$ cat src/rtl/sync_fifo_buffer.sv
// Single-clock synchronous FIFO used at either end of the two-FIFO transfer path.
// Reads have a fixed one-cycle latency: dout/valid are registered on the edge
// that accepts the read. Flags are decoded from the registered entry count.
// Optional sticky error flags (overflow/underflow) are compiled in when the
// macro SYNC_FIFO_ERR_FLAGS_EN is defined.
module sync_fifo_buffer #(
    parameter int unsigned DATA_WIDTH         = 8,
    parameter int unsigned DEPTH_LOG2         = 4,
    parameter int unsigned ALMOST_FULL_MARGIN = 1
) (
    input  logic                  clk,
    input  logic                  reset,
    input  logic                  wr,
    input  logic [DATA_WIDTH-1:0] din,
    input  logic                  rd,
    output logic [DATA_WIDTH-1:0] dout,
    output logic                  valid,
    output logic                  empty,
    output logic                  full,
    output logic                  almost_full,
`ifdef SYNC_FIFO_ERR_FLAGS_EN
    output logic                  overflow,
    output logic                  underflow,
`endif
    output logic [DEPTH_LOG2:0]   data_count
);

    localparam int unsigned DEPTH = 2 ** DEPTH_LOG2;

    localparam logic [DEPTH_LOG2:0]   CountFull = (DEPTH_LOG2 + 1)'(DEPTH);
    localparam logic [DEPTH_LOG2:0]   CountAf   = (DEPTH_LOG2 + 1)'(DEPTH - ALMOST_FULL_MARGIN);
    localparam logic [DEPTH_LOG2:0]   CountOne  = (DEPTH_LOG2 + 1)'(1);
    localparam logic [DEPTH_LOG2-1:0] PtrOne    = DEPTH_LOG2'(1);

    logic [DATA_WIDTH-1:0] mem [DEPTH];

    logic [DEPTH_LOG2-1:0] wptr_q, wptr_d;
    logic [DEPTH_LOG2-1:0] rptr_q, rptr_d;
    logic [DEPTH_LOG2:0]   count_q, count_d;
    logic [DATA_WIDTH-1:0] dout_q, dout_d;
    logic                  valid_q, valid_d;

    logic wr_accept;
    logic rd_accept;

    // Flags decoded from the registered count; full is evaluated before the
    // same-cycle read frees a slot, so a write to a full FIFO is always dropped.
    always_comb begin
        empty       = (count_q == '0);
        full        = (count_q == CountFull);
        almost_full = (count_q >= CountAf);
        wr_accept   = wr && !full;
        rd_accept   = rd && !empty;
    end

    // Next-state for pointers, count and the registered read port.
    always_comb begin
        wptr_d  = wptr_q;
        rptr_d  = rptr_q;
        count_d = count_q;
        dout_d  = dout_q;
        valid_d = 1'b0;
        if (wr_accept) begin
            wptr_d = wptr_q + PtrOne;
        end
        if (rd_accept) begin
            rptr_d  = rptr_q + PtrOne;
            dout_d  = mem[rptr_q];
            valid_d = 1'b1;
        end
        if (wr_accept && !rd_accept) begin
            count_d = count_q + CountOne;
        end else if (rd_accept && !wr_accept) begin
            count_d = count_q - CountOne;
        end
    end

    // Control state with synchronous active-low reset.
    always_ff @(posedge clk) begin
        if (!reset) begin
            wptr_q  <= '0;
            rptr_q  <= '0;
            count_q <= '0;
            dout_q  <= '0;
            valid_q <= 1'b0;
        end else begin
            wptr_q  <= wptr_d;
            rptr_q  <= rptr_d;
            count_q <= count_d;
            dout_q  <= dout_d;
            valid_q <= valid_d;
        end
    end

    // Storage is not reset; a write during reset lands in an entry that the
    // cleared pointers already treat as free.
    always_ff @(posedge clk) begin
        if (wr_accept) begin
            mem[wptr_q] <= din;
        end
    end

    assign dout       = dout_q;
    assign valid      = valid_q;
    assign data_count = count_q;

`ifdef SYNC_FIFO_ERR_FLAGS_EN
    logic overflow_q;
    logic underflow_q;

    // Sticky error flags, cleared only by reset.
    always_ff @(posedge clk) begin
        if (!reset) begin
            overflow_q  <= 1'b0;
            underflow_q <= 1'b0;
        end else begin
            overflow_q  <= overflow_q  | (wr & full);
            underflow_q <= underflow_q | (rd & empty);
        end
    end

    assign overflow  = overflow_q;
    assign underflow = underflow_q;
`endif

endmodule

$ cat config.mk
export PLATFORM = sky130hd
export DESIGN_NAME = sync_fifo_buffer
export DESIGN_NICKNAME = d
export VERILOG_FILES = /design/src/rtl/sync_fifo_buffer.sv
export SDC_FILE = /design/constraint.sdc
export NUM_CORES = 1
export LEC_CHECK = 0
export BUFFER_PORTS_ARGS = -buffer_cell sky130_fd_sc_hd__buf_4
export CAP_MARGIN = 20
export CELL_PAD_IN_SITES_DETAIL_PLACEMENT = 1
export CELL_PAD_IN_SITES_GLOBAL_PLACEMENT = 1
export CORE_ASPECT_RATIO = 0.9
export CORE_MARGIN = 5
export CORE_UTILIZATION = 37
export CTS_CLUSTER_SIZE = 10
export DETAILED_ROUTE_END_ITERATION = 8
export PLACE_DENSITY_LB_ADDON = 0.05
export SETUP_SLACK_MARGIN = 0.4
export SLEW_MARGIN = 5
export SYNTH_ARGS = -nofsm -noshare
export SYNTH_HDL_FRONTEND = slang
export SYNTH_SLANG_ARGS = --single-unit
$ cat constraint.sdc
create_clock -name clk -period 4.45 [get_ports clk]
set_clock_uncertainty 0.2 [all_clocks]
set_input_delay 0.445 -clock clk [delete_from_list [all_inputs] [get_ports clk]]
set_output_delay 0.445 -clock clk [all_outputs]
set_load 0.02 [all_outputs]
==> reports/metrics.cfg <==
[die]
dieWidth_um = 145
fp-row-count = 44
ios = 29
die-area_mm2 = 0.0190
initial_core_util = 0.376
core_area_mm2 = 0.0161
die_h_um = 131

[status]
status = finished clean

[timing]
fin_tns_setup_ps = 0
relSlewSlack = 0.252
setup_viol = 0
hold_violations = 0
fmax_mhz = 300
layout_worst_path_cycle_share = 0.750
maxSlewViolCount = 0
period_minus_slack_ps = 3340
rsz0062_at_grt = false
worstMarginPinSlew_ps = 1120

[critical_path]
critPathLaunchType = flip-flop
cpLargestDelayFamily = compound AO/OA/AOI/OAI gates
max_stage_delay_ps = 770
critPathBufInv = 3
worstPathArrival_ps = 3480
setup.worst_path.start = data_count[4]
slowest_stage = a21boi_2
crit_fanout = 20
crit_path_frequent_cell = inv_1
endpoint_kind = flip-flop
reg2reg_from = data_count[4]
path_cells = inv_1 -> a21boi_2 -> inv_1 -> ha_1 -> inv_1 -> ha_1 -> a21o_1 -> a21oi_1 -> mux2i_1 -> mux2i_1
worst-setup-path-type = flip-flop to flip-flop
required_ps = 4600
r2r_setup_slack_ps = 1110

[layout]
area_growth_pct = 18.3
drive_above_1_share = 0.171
fill_cells = 1579
final_cells = 639
multiInputGateArea_mm2 = 0.00165
antenna_cells = 0
final_common_cell = edfxtp_1
fin_area_mm2 = 0.00717
layout_common_cells = edfxtp_1, mux2i_1, o22ai_1, buf_4, dfxtp_1
finalNetCount = 441
seq_area_mm2 = 0.00429

[clocking]
clock_latency_ps = 420
htreeDepth = 4
post_cts_buffers = 0
clockBufferDepth = 2
root_buffer = clkbuf_16
numCtsBuffers = 17
cts_hold_buf = 0
ctsResizeCount = 0
clk_pin_slew_ps = 60
numClockSinks = 150
cts_tree = done

[placement]
post-dp-hpwl_um = 9270
dp.cells = 607
gp_congestion = 0.756
numPortBuffers = 28
place_area_mm2 = 0.00646

[drt]
routed_wl_um = 14200
wl_per_cell_um = 22.2
route.detailed.drc = 0
vias_per_cell = 5.17
drt-initial-drc-count = 181
dr.pass1.iters = 4
vias = 3301
ant_nets = 0

[global_route]
grt_use_total = 0.155
grt_pass1_wl_um = 21500
grt_max_degree = 60
grt-ovfl-total = 0
grt_antenna_before_repair = 0
first_global_vias = 3316

[power_and_ir_drop]
power_mw = 4.27
power_density_mw_per_mm2 = 596
p_leak_nw = 2.34
max-vdd-ir-drop_v = 0.000298

[synth]
synth-async-reset-ratio = 0
avgSynthCellArea_um2 = 15.5
syn-num-nets = 413
synth-edff-count = 128
ys.flop_type = edfxtp_1
synthCells = 391
synth_seq_cells = 150
yosysUniqueCellTypes = 37
synth_area_mm2 = 0.00606
synth_warnings = 0
ys_seq_area_frac = 0.707

[worst_hold_path]
hold_start = din[1]
hold_class = input port to flip-flop

[run]
max-cap-violations = 0

## synthesized netlist by cell type (2+ instances only)
library cell,instances,share of area
nor4_1,9,0.0093
clkbuf_1,10,0.0062
nand2b_1,3,0.0031
inv_1,5,0.0031
xor2_1,2,0.0029
nand2_1,7,0.0043
xnor2_1,7,0.010
a21oi_1,10,0.0083
nor2b_1,3,0.0031
nor3_1,4,0.0033
nand3_1,2,0.0017
and3_1,2,0.0021
o21ai_0,10,0.0083
ha_1,9,0.019
mux2i_1,69,0.11
dfxtp_1,22,0.073
edfxtp_1,128,0.63
buf_2,11,0.0091
nor2_1,16,0.0099
nand3b_1,3,0.0037
or3b_2,2,0.0029
o22ai_1,32,0.033
a21boi_1,2,0.0025
and2_1,9,0.0093
o211ai_2,2,0.0041
## where the power goes
part	switching [mW]	internal, mW
sequential	0.109	1.63
clock	0.553	1.16
combinational	0.482	0.336
## routing by layer
layer | vias to the layer above | track usage | wire (um) | part of all wire
li1 | 1564 | - | - | -
met1 | 1685 | 0.238 | 7050 | 0.50
met2 | 42 | 0.219 | 6490 | 0.46
met3 | 10 | 0.0392 | 521 | 0.037
met4 | 0 | 0.0404 | 104 | 0.0073
met5 | - | 0 | 0 | 0
## cells by family after synthesis
logic type               Yosys count  share of synthesized area
multiplexers                      69                      0.114
flip-flops                       150                      0.707
AND/OR/NAND/NOR                   63                     0.0570
adder cells (fa/ha/maj)           10                     0.0219
AO/OA/AOI/OAI                     61                     0.0655
XOR/XNOR                           9                     0.0130
buffers and inverters             29                     0.0217
## path summary, 6_finish.rpt
check	endpoint	cells after the start
max	data_count[4]	10
min	mem[0][1]	1
max reg2reg	data_count[4]	10
min reg2reg	dout[6]	2
## sequential cells by signal, indices dropped and copies added (netlist names)
name / cells
data_count: 5
dout: 8
mem: 128
rptr_q: 4
valid: 1
wptr_q: 4
## final cells by class
cell class              count  share of cell area
clock buffers              18              0.0599
inverters                   5             0.00262
repair buffers             33              0.0342
flip-flops and latches    150               0.598
multi-input cells         212               0.230
clock inverters            14              0.0388
well taps                 207              0.0361
## worst reg2reg max path, delay by kind of cell (launching register included)
family / cells / cell delay (ps)
AO/OA/AOI/OAI: 3 / 1130
adder cells (fa/ha/maj): 2 / 540
buffers and inverters: 3 / 490
flip-flops: 1 / 490
multiplexers: 2 / 430
## metrics by stage
| stage | setup slack (ps) | hold slack [ps] | utilization |
|---|---|---|---|
| final | 1110 | 171 | 0.444 |
| after global routing | 826 | 167 | 0.444 |
| after global placement | 1190 | 360 | 0.400 |
| after floorplan | 1430 | 335 | - |
| after detailed placement | 1120 | 356 | 0.400 |
| after CTS | 1070 | 158 | 0.444 |
Note: power is estimated with default switching activity, not from simulation.
